--- config.mk ---
export PLATFORM = sky130hd
export DESIGN_NAME = tlb_refill_ctrl_flat
export DESIGN_NICKNAME = d
export VERILOG_FILES = /design/src/rtl/tlb_refill_ctrl_pkg.sv /design/src/rtl/tlb_refill_ctrl_if.sv /design/src/rtl/tlb_refill_ctrl_rr_arb2.sv /design/src/rtl/tlb_refill_ctrl.sv /design/src/flat_wrapper.sv
export SDC_FILE = /design/constraint.sdc
export NUM_CORES = 1
export LEC_CHECK = 0
export CAP_MARGIN = 25
export CORE_UTILIZATION = 40
export DETAILED_ROUTE_END_ITERATION = 7
export HOLD_SLACK_MARGIN = 0.06
export PLACE_DENSITY = 0.72
export SYNTH_ARGS = -nofsm -noshare
export SYNTH_HDL_FRONTEND = slang
export SYNTH_HIERARCHICAL = 1
export SYNTH_SLANG_ARGS = --single-unit
--- constraint.sdc ---
create_clock -name clk_i -period 8 [get_ports clk_i]
set_input_delay 1.2 -clock clk_i [delete_from_list [all_inputs] [get_ports clk_i]]
set_output_delay 1.2 -clock clk_i [all_outputs]
set_load 0.02 [all_outputs]
--- src/rtl/tlb_refill_ctrl_pkg.sv ---
// Shared types and constants for the TLB refill controller.
package tlb_refill_ctrl_pkg;

  typedef enum logic [2:0] {
    S_IDLE  = 3'd0,
    S_REQ   = 3'd1,
    S_WAIT  = 3'd2,
    S_FILL  = 3'd3,
    S_FAULT = 3'd4
  } state_t;

  typedef enum logic {
    SIDE_I = 1'b0,
    SIDE_D = 1'b1
  } side_t;

  localparam int PTE_V         = 31;
  localparam int PTE_RO        = 30;
  localparam int PTE_PPN_HI    = 19;
  localparam int PTE_PPN_LO    = 12;
  localparam int PAGE_OFFSET_W = 12;
  localparam int VPN_W         = 32 - PAGE_OFFSET_W;

  // PTE address: table base plus VPN scaled to a word index, wrapping at 32 bits.
  function automatic logic [31:0] pte_addr_f(input logic [31:0] ptbr,
                                             input logic [VPN_W-1:0] vpn);
    return ptbr + {10'b0, vpn, 2'b00};
  endfunction

endpackage

--- src/rtl/tlb_refill_ctrl_if.sv ---
// Miss, memory and refill signals between the refill controller and its
// environment. The controller uses the slave modport.
interface tlb_refill_ctrl_if #(
  parameter int PTE_W = 32
);
  logic [31:0]      ptbr_i;
  logic             imiss_i;
  logic [31:0]      imiss_vaddr_i;
  logic             dmiss_i;
  logic [31:0]      dmiss_vaddr_i;
  logic             mem_req_o;
  logic [31:0]      mem_addr_o;
  logic             mem_ack_i;
  logic [PTE_W-1:0] mem_data_i;
  logic             itlb_we_o;
  logic             dtlb_we_o;
  logic [19:0]      fill_physical_o;
  logic [31:0]      fill_virtual_o;
  logic             fill_read_only_o;
  logic             idone_o;
  logic             ddone_o;
  logic             ifault_o;
  logic             dfault_o;
  logic             busy_o;

  modport slave (
    input  ptbr_i, imiss_i, imiss_vaddr_i, dmiss_i, dmiss_vaddr_i,
           mem_ack_i, mem_data_i,
    output mem_req_o, mem_addr_o, itlb_we_o, dtlb_we_o,
           fill_physical_o, fill_virtual_o, fill_read_only_o,
           idone_o, ddone_o, ifault_o, dfault_o, busy_o
  );

  modport master (
    output ptbr_i, imiss_i, imiss_vaddr_i, dmiss_i, dmiss_vaddr_i,
           mem_ack_i, mem_data_i,
    input  mem_req_o, mem_addr_o, itlb_we_o, dtlb_we_o,
           fill_physical_o, fill_virtual_o, fill_read_only_o,
           idone_o, ddone_o, ifault_o, dfault_o, busy_o
  );

endinterface

--- src/rtl/tlb_refill_ctrl_rr_arb2.sv ---
// Two-way round-robin arbiter. Bit 0 is the I side, bit 1 the D side;
// i_last = 1 means the D side was served most recently.
module tlb_refill_ctrl_rr_arb2 (
  input  logic [1:0] i_req,
  input  logic       i_last,
  output logic [1:0] o_grant
);

  // One-hot grant; on a tie the side not served last wins.
  always_comb begin
    o_grant = 2'b00;
    case (i_req)
      2'b01:   o_grant = 2'b01;
      2'b10:   o_grant = 2'b10;
      2'b11:   o_grant = i_last ? 2'b01 : 2'b10;
      default: o_grant = 2'b00;
    endcase
  end

endmodule

--- src/rtl/tlb_refill_ctrl.sv ---
// Refill controller shared by the I-TLB and D-TLB: arbitrates misses,
// reads one PTE per walk and either writes the TLB or reports a fault.
module tlb_refill_ctrl
  import tlb_refill_ctrl_pkg::*;
#(
  parameter int PTE_W   = 32,
  parameter int TIMEOUT = 255
) (
  input  logic            clk_i,
  input  logic            rsn_i,
  tlb_refill_ctrl_if.slave bus
);

  localparam int CNT_W = $clog2(TIMEOUT + 1);
  // Last WAIT cycle before the walk gives up; the counter reaches TIMEOUT on this edge.
  localparam logic [CNT_W-1:0] LP_CNT_LAST = CNT_W'(TIMEOUT - 1);

  state_t             r_state;
  state_t             w_state_nxt;
  side_t              r_side;
  side_t              r_rr_last;
  side_t              w_grant_side;
  logic [VPN_W-1:0]   r_vpn;
  logic [VPN_W-1:0]   w_vpn_sel;
  logic [31:0]        r_pte_addr;
  logic [CNT_W-1:0]   r_cnt;
  logic [19:0]        r_fill_phys;
  logic [31:0]        r_fill_virt;
  logic               r_fill_ro;
  logic [1:0]         w_grant;
  logic               w_grant_any;
  logic [PTE_W-1:0]   w_pte;
  logic               w_unused_bits;

  assign w_pte         = bus.mem_data_i;
  assign w_unused_bits = ^{w_pte[29:20], w_pte[11:0],
                           bus.imiss_vaddr_i[PAGE_OFFSET_W-1:0],
                           bus.dmiss_vaddr_i[PAGE_OFFSET_W-1:0]};

  tlb_refill_ctrl_rr_arb2 u_arb (
    .i_req   ({bus.dmiss_i, bus.imiss_i}),
    .i_last  (r_rr_last == SIDE_D),
    .o_grant (w_grant)
  );

  assign w_grant_any  = |w_grant;
  assign w_grant_side = w_grant[1] ? SIDE_D : SIDE_I;
  assign w_vpn_sel    = w_grant[1] ? bus.dmiss_vaddr_i[31:PAGE_OFFSET_W]
                                   : bus.imiss_vaddr_i[31:PAGE_OFFSET_W];

  // Fill buses are registered and only change on a valid PTE, so they hold between fills.
  assign bus.fill_physical_o  = r_fill_phys;
  assign bus.fill_virtual_o   = r_fill_virt;
  assign bus.fill_read_only_o = r_fill_ro;

  // State register.
  always_ff @(posedge clk_i) begin
    if (rsn_i) r_state <= S_IDLE;
    else       r_state <= w_state_nxt;
  end

  // Next-state decode and state-derived strobes.
  always_comb begin
    w_state_nxt   = r_state;
    bus.mem_req_o = 1'b0;
    bus.mem_addr_o = '0;
    bus.itlb_we_o = 1'b0;
    bus.dtlb_we_o = 1'b0;
    bus.idone_o   = 1'b0;
    bus.ddone_o   = 1'b0;
    bus.ifault_o  = 1'b0;
    bus.dfault_o  = 1'b0;
    bus.busy_o    = (r_state != S_IDLE);
    case (r_state)
      S_IDLE: begin
        if (w_grant_any) w_state_nxt = S_REQ;
      end
      S_REQ: begin
        bus.mem_req_o  = 1'b1;
        bus.mem_addr_o = r_pte_addr;
        w_state_nxt    = S_WAIT;
      end
      S_WAIT: begin
        // An ack on the final counted cycle still wins over the timeout.
        if (bus.mem_ack_i)
          w_state_nxt = w_pte[PTE_V] ? S_FILL : S_FAULT;
        else if (r_cnt == LP_CNT_LAST)
          w_state_nxt = S_FAULT;
      end
      S_FILL: begin
        bus.itlb_we_o = (r_side == SIDE_I);
        bus.idone_o   = (r_side == SIDE_I);
        bus.dtlb_we_o = (r_side == SIDE_D);
        bus.ddone_o   = (r_side == SIDE_D);
        w_state_nxt   = S_IDLE;
      end
      S_FAULT: begin
        bus.ifault_o = (r_side == SIDE_I);
        bus.dfault_o = (r_side == SIDE_D);
        w_state_nxt  = S_IDLE;
      end
      default: w_state_nxt = S_IDLE;
    endcase
  end

  // Walk context, timeout counter, arbitration history and fill registers.
  always_ff @(posedge clk_i) begin
    if (rsn_i) begin
      r_side      <= SIDE_I;
      r_rr_last   <= SIDE_D;
      r_vpn       <= '0;
      r_pte_addr  <= '0;
      r_cnt       <= '0;
      r_fill_phys <= '0;
      r_fill_virt <= '0;
      r_fill_ro   <= 1'b0;
    end else begin
      case (r_state)
        S_IDLE: begin
          if (w_grant_any) begin
            r_side     <= w_grant_side;
            r_vpn      <= w_vpn_sel;
            r_pte_addr <= pte_addr_f(bus.ptbr_i, w_vpn_sel);
          end
        end
        S_REQ: r_cnt <= '0;
        S_WAIT: begin
          r_cnt <= r_cnt + CNT_W'(1);
          if (bus.mem_ack_i && w_pte[PTE_V]) begin
            r_fill_phys <= {w_pte[PTE_PPN_HI:PTE_PPN_LO], {PAGE_OFFSET_W{1'b0}}};
            r_fill_virt <= {r_vpn, {PAGE_OFFSET_W{1'b0}}};
            r_fill_ro   <= w_pte[PTE_RO];
          end
        end
        S_FILL, S_FAULT: r_rr_last <= r_side;
        default: ;
      endcase
    end
  end

endmodule

--- src/flat_wrapper.sv ---
// flat-port wrapper written by rule: the top's interface ports become plain ports
module tlb_refill_ctrl_flat import tlb_refill_ctrl_pkg::*;
#(
  parameter int PTE_W   = 32,
  parameter int TIMEOUT = 255
)
  (clk_i, rsn_i, bus_ptbr_i, bus_imiss_i, bus_imiss_vaddr_i, bus_dmiss_i, bus_dmiss_vaddr_i, bus_mem_ack_i, bus_mem_data_i, bus_mem_req_o, bus_mem_addr_o, bus_itlb_we_o, bus_dtlb_we_o, bus_fill_physical_o, bus_fill_virtual_o, bus_fill_read_only_o, bus_idone_o, bus_ddone_o, bus_ifault_o, bus_dfault_o, bus_busy_o);
  tlb_refill_ctrl_if #(.PTE_W(PTE_W)) bus_i ();
  input  logic clk_i;
  input  logic rsn_i;
  input wire logic [$bits(bus_i.ptbr_i)-1:0] bus_ptbr_i;
  input wire logic [$bits(bus_i.imiss_i)-1:0] bus_imiss_i;
  input wire logic [$bits(bus_i.imiss_vaddr_i)-1:0] bus_imiss_vaddr_i;
  input wire logic [$bits(bus_i.dmiss_i)-1:0] bus_dmiss_i;
  input wire logic [$bits(bus_i.dmiss_vaddr_i)-1:0] bus_dmiss_vaddr_i;
  input wire logic [$bits(bus_i.mem_ack_i)-1:0] bus_mem_ack_i;
  input wire logic [$bits(bus_i.mem_data_i)-1:0] bus_mem_data_i;
  output wire logic [$bits(bus_i.mem_req_o)-1:0] bus_mem_req_o;
  output wire logic [$bits(bus_i.mem_addr_o)-1:0] bus_mem_addr_o;
  output wire logic [$bits(bus_i.itlb_we_o)-1:0] bus_itlb_we_o;
  output wire logic [$bits(bus_i.dtlb_we_o)-1:0] bus_dtlb_we_o;
  output wire logic [$bits(bus_i.fill_physical_o)-1:0] bus_fill_physical_o;
  output wire logic [$bits(bus_i.fill_virtual_o)-1:0] bus_fill_virtual_o;
  output wire logic [$bits(bus_i.fill_read_only_o)-1:0] bus_fill_read_only_o;
  output wire logic [$bits(bus_i.idone_o)-1:0] bus_idone_o;
  output wire logic [$bits(bus_i.ddone_o)-1:0] bus_ddone_o;
  output wire logic [$bits(bus_i.ifault_o)-1:0] bus_ifault_o;
  output wire logic [$bits(bus_i.dfault_o)-1:0] bus_dfault_o;
  output wire logic [$bits(bus_i.busy_o)-1:0] bus_busy_o;
  assign bus_i.ptbr_i = bus_ptbr_i;
  assign bus_i.imiss_i = bus_imiss_i;
  assign bus_i.imiss_vaddr_i = bus_imiss_vaddr_i;
  assign bus_i.dmiss_i = bus_dmiss_i;
  assign bus_i.dmiss_vaddr_i = bus_dmiss_vaddr_i;
  assign bus_i.mem_ack_i = bus_mem_ack_i;
  assign bus_i.mem_data_i = bus_mem_data_i;
  assign bus_mem_req_o = bus_i.mem_req_o;
  assign bus_mem_addr_o = bus_i.mem_addr_o;
  assign bus_itlb_we_o = bus_i.itlb_we_o;
  assign bus_dtlb_we_o = bus_i.dtlb_we_o;
  assign bus_fill_physical_o = bus_i.fill_physical_o;
  assign bus_fill_virtual_o = bus_i.fill_virtual_o;
  assign bus_fill_read_only_o = bus_i.fill_read_only_o;
  assign bus_idone_o = bus_i.idone_o;
  assign bus_ddone_o = bus_i.ddone_o;
  assign bus_ifault_o = bus_i.ifault_o;
  assign bus_dfault_o = bus_i.dfault_o;
  assign bus_busy_o = bus_i.busy_o;
  tlb_refill_ctrl #(.PTE_W(PTE_W), .TIMEOUT(TIMEOUT)) u_core (.clk_i(clk_i), .rsn_i(rsn_i), .bus(bus_i));
endmodule
* Yosys cells after proc, flatten, opt, wreduce, memory -nomap -nowiden
Index checks and enable logic that the tools add are counted.
** Word-level totals
- Register bits :: 94
- Input bits :: 133
- Output and inout bits :: 93
- Logic and storage cells :: 47
** Cells by class
- Add/sub/neg operators :: 2
- Equality and inequality tests :: 10
- Mux-type cells :: 16
- Bitwise operators :: 1
- Reductions and logical operators :: 9
** Operators with widths (count)
- 32-bit by 22-bit adder with 32-bit output :: 1
- 32-bit 2-to-1 mux :: 1
- 20-bit 2-to-1 mux :: 1
- 8-bit one-hot mux with 2 select lines :: 1
- 3-bit 2-to-1 mux :: 4
- 3-bit one-hot mux with 3 select lines :: 1
- 8-bit by 1-bit adder with 8-bit output, second input constant :: 1
- 8-bit equality test, second input constant :: 1
- 3-bit by 2-bit equality test with 1-bit output, second input constant :: 2
- 1-bit 2-to-1 mux :: 6
- 2-bit one-hot mux with 3 select lines :: 1
- 2-bit AND reduction :: 3
- 2-bit equality test, second input constant :: 2
- 2-bit OR reduction :: 2
- 3-bit by 1-bit equality test with 1-bit output, second input constant :: 1
- 3-bit equality test, second input constant :: 1
- 3-bit zero test :: 1
- 3-bit by 2-bit != test with 1-bit output, second input constant :: 1
- 3-bit nonzero test :: 1
- 2-bit by 1-bit equality test with 1-bit output, second input constant :: 1
- 2-bit 2-to-1 mux :: 1
- 2-bit by 1-bit != test with 1-bit output, second input constant :: 1
- 2-bit nonzero test :: 1
- 1-bit logical AND :: 1
- 1-bit NOT :: 1

* Logic depth before layout (Yosys ltp)
- Word-level depth :: 5
- Gate-level depth with buffers :: 14
- Gate-level depth less buffers :: 12

* Modules after synthesis
The synthesis kept the hierarchy.
** Modules (own cells, without submodules)
- tlb_refill_ctrl :: times used 1, cells each 677, area each 5266.3 µm², seq. area each 1881.8 µm²
- tlb_refill_ctrl_rr_arb2 :: times used 1, cells each 3, area each 18.8 µm², seq. area each 0.0 µm²

* Worst setup path before layout
OpenSTA, ideal clock, no wires.
- Kind :: input to register
- From :: input port bus_dmiss_i
- To :: register u_core.r_pte_addr[25]
- Library setup time :: 0.088 ns
- Arrival time :: 4.088 ns
- Required time :: 7.912 ns
- Path slack :: 3.824 ns
- Cell stages on the path :: 11
- Path buffers :: 2
- Cell sequence :: a21boi_0 > clkbuf_1 > buf_1 > mux2_2 > ha_1 > o211ai_2 > o211a_1 > nor4b_4 > nor3_2 > or4_1 > a311oi_2
** Between the ends
- Cells in the longest elaborated chain, start to end :: 4
- Elaborated cells on any way between the ends :: 8
- Classes of those cells :: 1 x add/sub; 3 x eq/ne; 2 x mux; 2 x reduce/logical
** RTL lines
- from (decl) :: line flat_wrapper.sv:14 : input wire logic [$bits(bus_i.dmiss_i)-1:0] bus_dmiss_i;
- 2-bit equality test or 2-bit by 1-bit equality test with 1-bit output (tied branches) :: line tlb_refill_ctrl_rr_arb2.sv:12 : case (i_req)
- 2-bit one-hot mux with 3 select lines (*) :: line tlb_refill_ctrl_rr_arb2.sv:12
- 20-bit 2-to-1 mux (*) :: line tlb_refill_ctrl.sv:48 : assign w_vpn_sel = w_grant[1] ? bus.dmiss_vaddr_i[31:PAGE_OFFSET_W]
- named net u_core.w_vpn_sel[3] :: line tlb_refill_ctrl.sv:24 : logic [VPN_W-1:0] w_vpn_sel;
- 32-bit by 22-bit adder with 32-bit output (*) :: line tlb_refill_ctrl_pkg.sv:27 : return ptbr + {10'b0, vpn, 2'b00};
- to (signal assigned) :: line tlb_refill_ctrl.sv:123 : r_pte_addr <= pte_addr_f(bus.ptbr_i, w_vpn_sel);
- to (decl) :: line tlb_refill_ctrl.sv:25 : logic [31:0] r_pte_addr;
The timed path passes the listed nets; every way through them passes the cells marked *.
A chain may end at the register's enable or synchronous reset.

* Final worst setup path
- From :: input port bus_dmiss_i
- To :: register u_core.r_pte_addr[31]
** Between the ends
- Cells in the longest elaborated chain, start to end :: 4
- Elaborated cells on any way between the ends :: 8
- Classes of those cells :: 1 x add/sub; 3 x eq/ne; 2 x mux; 2 x reduce/logical
** RTL lines
- 2-bit equality test or 2-bit by 1-bit equality test with 1-bit output (tied branches) :: line tlb_refill_ctrl_rr_arb2.sv:12
- 2-bit one-hot mux with 3 select lines (*) :: line tlb_refill_ctrl_rr_arb2.sv:12
- named net u_core.w_grant[1] :: line tlb_refill_ctrl.sv:30 : logic [1:0] w_grant;
- 20-bit 2-to-1 mux (*) :: line tlb_refill_ctrl.sv:48
- named net u_core.w_vpn_sel[14] :: line tlb_refill_ctrl.sv:24
- 32-bit by 22-bit adder with 32-bit output (*) :: line tlb_refill_ctrl_pkg.sv:27
Marked as above.

==> results list <==
- Diode count: 0
* Die Height: 116.9 microns
- Antenna violations before repair: 0
- After detailed routing, the number of vias per cell comes to 5.125.
- After layout, the minimum clock period comes to 4.807 ns.
- After clock tree synthesis, the flow added hold-fix buffers numbering 0.
- Data required time at the worst endpoint: 8.25 ns
- Reg clk slew, reported paths: 0.06 ns
* Number of design-rule violations left by the first detailed-router iteration: 276
* Number of different library cells in the post-synthesis netlist: 56
- For this design the top-level I/O count stands at 226.
* Fraction of final layout cells sized beyond drive strength 1: 0.06888
- The detailed router put a total of 6311 microns of wire on met1.
- RePlAce Congestion: 0.8508
* Number of endpoints with negative hold slack in the final report: 0
- By startpoint and endpoint, the worst setup path is classified as input port to flip-flop.
- The flow ran to the end, and the final reports show no timing, DRC or antenna violations.
- Yosys printed 6 warnings.
- Setup_tns: 0 ns
* Placeable core region: 12770 sq um
* Max Fclk: 0.2080 GHz
* Number of global-route vias before repair: 4700
- Synth area leader: sky130_fd_sc_hd__dfxtp_1
- The die covers 13680 sq um.
- Maximum fanout encountered on the critical timing path: 23
- Overall routed net length: 14340 microns
- Setup violations remaining at the end of the flow were counted as 0.
- The total overflow left after global routing is 0.
- For this configuration, the core starts out at a cell density of 0.4138.
- Clock tree from TritonCTS: yes
* Relative slew slack: 0.3242
- # fillers: 1203
* Die width: 116.9 microns
* Power per unit of standard cell area: 189.2 nW/um^2
* Post-CTS Setup Bufs: 0
- Area growth, synth to finish: 35.65%
- Element type at the critical path start: input port
- Setup repair after global routing missed its margin: no
* Actual slew at the worst max-slew pin: 1.014 ns
* Global-route wire length before repair: 22160 microns
* CTS HTree Levels: 3
- Routed wirelength normalized by instance count: 14.56 microns
- Post_cts resized: 0
- TritonCTS Buffers: 9
- The mapped netlist covers 5285 sq um.
* Uppermost metal layer occupied by signal nets: met4
- After synthesis, the share of flip-flops with an asynchronous set or reset is 0.
- At the placement stage, the worst setup path has a slack of 2.855 ns.
- Ys flop type: sky130_fd_sc_hd__dfxtp_1
- Entering global routing, the biggest net connects 98 pins.
- The worst hold path belongs to the class flip-flop to flip-flop.
* Leakage power summed over all cells: 0.002771 uW
- In this run the clock root is driven by a sky130_fd_sc_hd__clkbuf_16.
- Endpoint class of the critical path: flip-flop
- Critical path data arrival time: 5.06 ns
- The clock passes through at most 2 buffers.
- Per-instance average area after synthesis: 7.772 sq um
- Buffers placed on the I/O ports in this run total 155.
- IR analysis of the VDD net gives a maximum drop of 150.8 uV.
* Length of routed met3 wiring: 765 microns
- Of the post-synthesis cell area, the dominant cell type holds 0.3561.
- Most common cell in the synthesized netlist: sky130_fd_sc_hd__nand2_1
* Total clock sinks: 94
* Number of nets still failing antenna checks after routing: 0
* Total vias in the final route: 5048
- Sorting the synthesized cells by how often they occur yields sky130_fd_sc_hd__nand2_1 (147), sky130_fd_sc_hd__dfxtp_1 (94), sky130_fd_sc_hd__a21oi_1 (87).
* Overall track demand over capacity in global routing: 0.2093
* Number of enable flip-flop cells after synthesis: 0
- Worst-Skew Late Latency: 0.35 ns
* Std cell rows: 41
- PnR worst setup slack: 3.193 ns
- Max-cap violations in this run came to 0.
- Of the synthesized area, sequential elements account for 0.3561.
* Residual DRC: 0
- Across the routed clock network, the largest skew measured is 0.006482 ns.
- Of the available clock period, the critical path in the final layout requires 0.6009.
- The cell count after synthesis came out at 680.
* Number of pins exceeding their max-slew limit in the final report: 0
* Net count, final: 964
- The pre-antenna-repair detailed-routing pass consisted of 5 iterations.
- The routed design uses 7072 microns of met2 wire.
* Total half-perimeter wirelength after legalization and detailed placement: 10270 microns
- Number of register bits inferred by synthesis: 94
- Synth area leaders: sky130_fd_sc_hd__dfxtp_1 (36%), sky130_fd_sc_hd__nand2_1 (10%), sky130_fd_sc_hd__a21oi_1 (8.2%)
==> power breakdown <==
part / internal [uW] / switching [uW]
Clock: 243 / 187
Combinational: 167 / 221
Sequential: 513 / 26.6
==> sequential cells by signal, indices dropped and copies added, names as in the netlist <==
signal                       flops
u_core/r_vpn                    20
u_core/r_cnt                     8
u_core/bus.fill_physical_o       8
u_core/bus.fill_read_only_o      1
u_core/r_side                    1
u_core/r_pte_addr               32
u_core/bus.fill_virtual_o       20
u_core/r_rr_last                 1
u_core/r_state                   3
==> layout make-up <==
type | count | area, sq um | share of cell area
sequential | 94 | 1882 | 0.2625
multi-input combinational | 533 | 3133 | 0.4370
clock buffer | 9 | 225.2 | 0.03141
inverter | 9 | 33.78 | 0.004712
timing repair buffer | 161 | 1609 | 0.2244
clock inverter | 7 | 71.32 | 0.009948
tap | 172 | 215.2 | 0.03002
==> kinds of logic after synthesis <==
group / Yosys count / share of synthesized area
DFF: 94 / 0.3561
muxes: 21 / 0.04451
buffers and inverters: 76 / 0.07363
adders and majority gates: 23 / 0.05587
other: 1 / 0.0007095
xor gates and xnor gates: 24 / 0.03977
and+or+nand+nor: 286 / 0.2538
AOI/OAI and AO/OA: 155 / 0.1757
==> per-stage QoR <==
step                      area (sq um)  total power, uW  hold slack [ns]  cells    util
after floorplan                   5371            803.1           0.4274    703       -
after global placement            6843            920.4           0.4361    967  0.5357
after detailed placement          6858            933.0           0.4436    968  0.5369
after CTS                         7154             1369           0.4510    984  0.5601
after global routing              7169             1432           0.4660    985  0.5613
final                             7169             1357           0.4483    985  0.5613
==> final timing paths <==
kind                         startpoint                     to  slack, ns  depth (start not counted)
setup / recovery            bus_dmiss_i  u_core/r_pte_addr[31]       3.19                         11
hold / removal    u_core/r_pte_addr[13]  u_core/r_pte_addr[13]       0.45                          2
setup reg to reg       u_core/r_rr_last  u_core/r_pte_addr[31]       4.19                         10
hold reg to reg   u_core/r_pte_addr[13]  u_core/r_pte_addr[13]       0.45                          2
==> critical path, stage by stage <==
cell                              delay [ns]
sky130_fd_sc_hd__clkdlybuf4s50_1        0.48
sky130_fd_sc_hd__a21boi_4               0.78
sky130_fd_sc_hd__mux2_2                 0.44
sky130_fd_sc_hd__ha_1                   0.37
sky130_fd_sc_hd__a21oi_1                0.25
sky130_fd_sc_hd__o21ai_0                0.15
sky130_fd_sc_hd__or3b_2                 0.47
sky130_fd_sc_hd__nor3_2                 0.35
sky130_fd_sc_hd__nor3_1                 0.17
sky130_fd_sc_hd__xnor2_1                0.15
sky130_fd_sc_hd__a211oi_1               0.25
==> layout by cell type, fill, tap and decap left out, drive strengths merged, types with 3 or more instances in the layout <==
cell type	instances
clkdlybuf4s50	154
nand2	148
dfxtp	94
a21oi	87
nor2	43
and3	37
conb	24
ha	22
mux2	20
xnor2	18
o21ai	17
a211oi	13
nor3	12
nand3	11
inv	11
clkbuf	9
nand3b	8
buf	7
a21o	6
xor2	6
o211ai	6
o21a	5
nand4	5
clkinv	4
a21boi	4
nor2b	3
nand4b	3
or4	3
==> layer usage <==
| layer | vias up | track usage |
|---|---|---|
| met1 | 2345 | 0.2500 |
| met3 | 16 | 0.05973 |
| met4 | 0 | 0.06076 |
| li1 | 2564 | - |
| met5 | - | 0 |
| met2 | 123 | 0.3653 |
(Power assumes the default switching activity.)
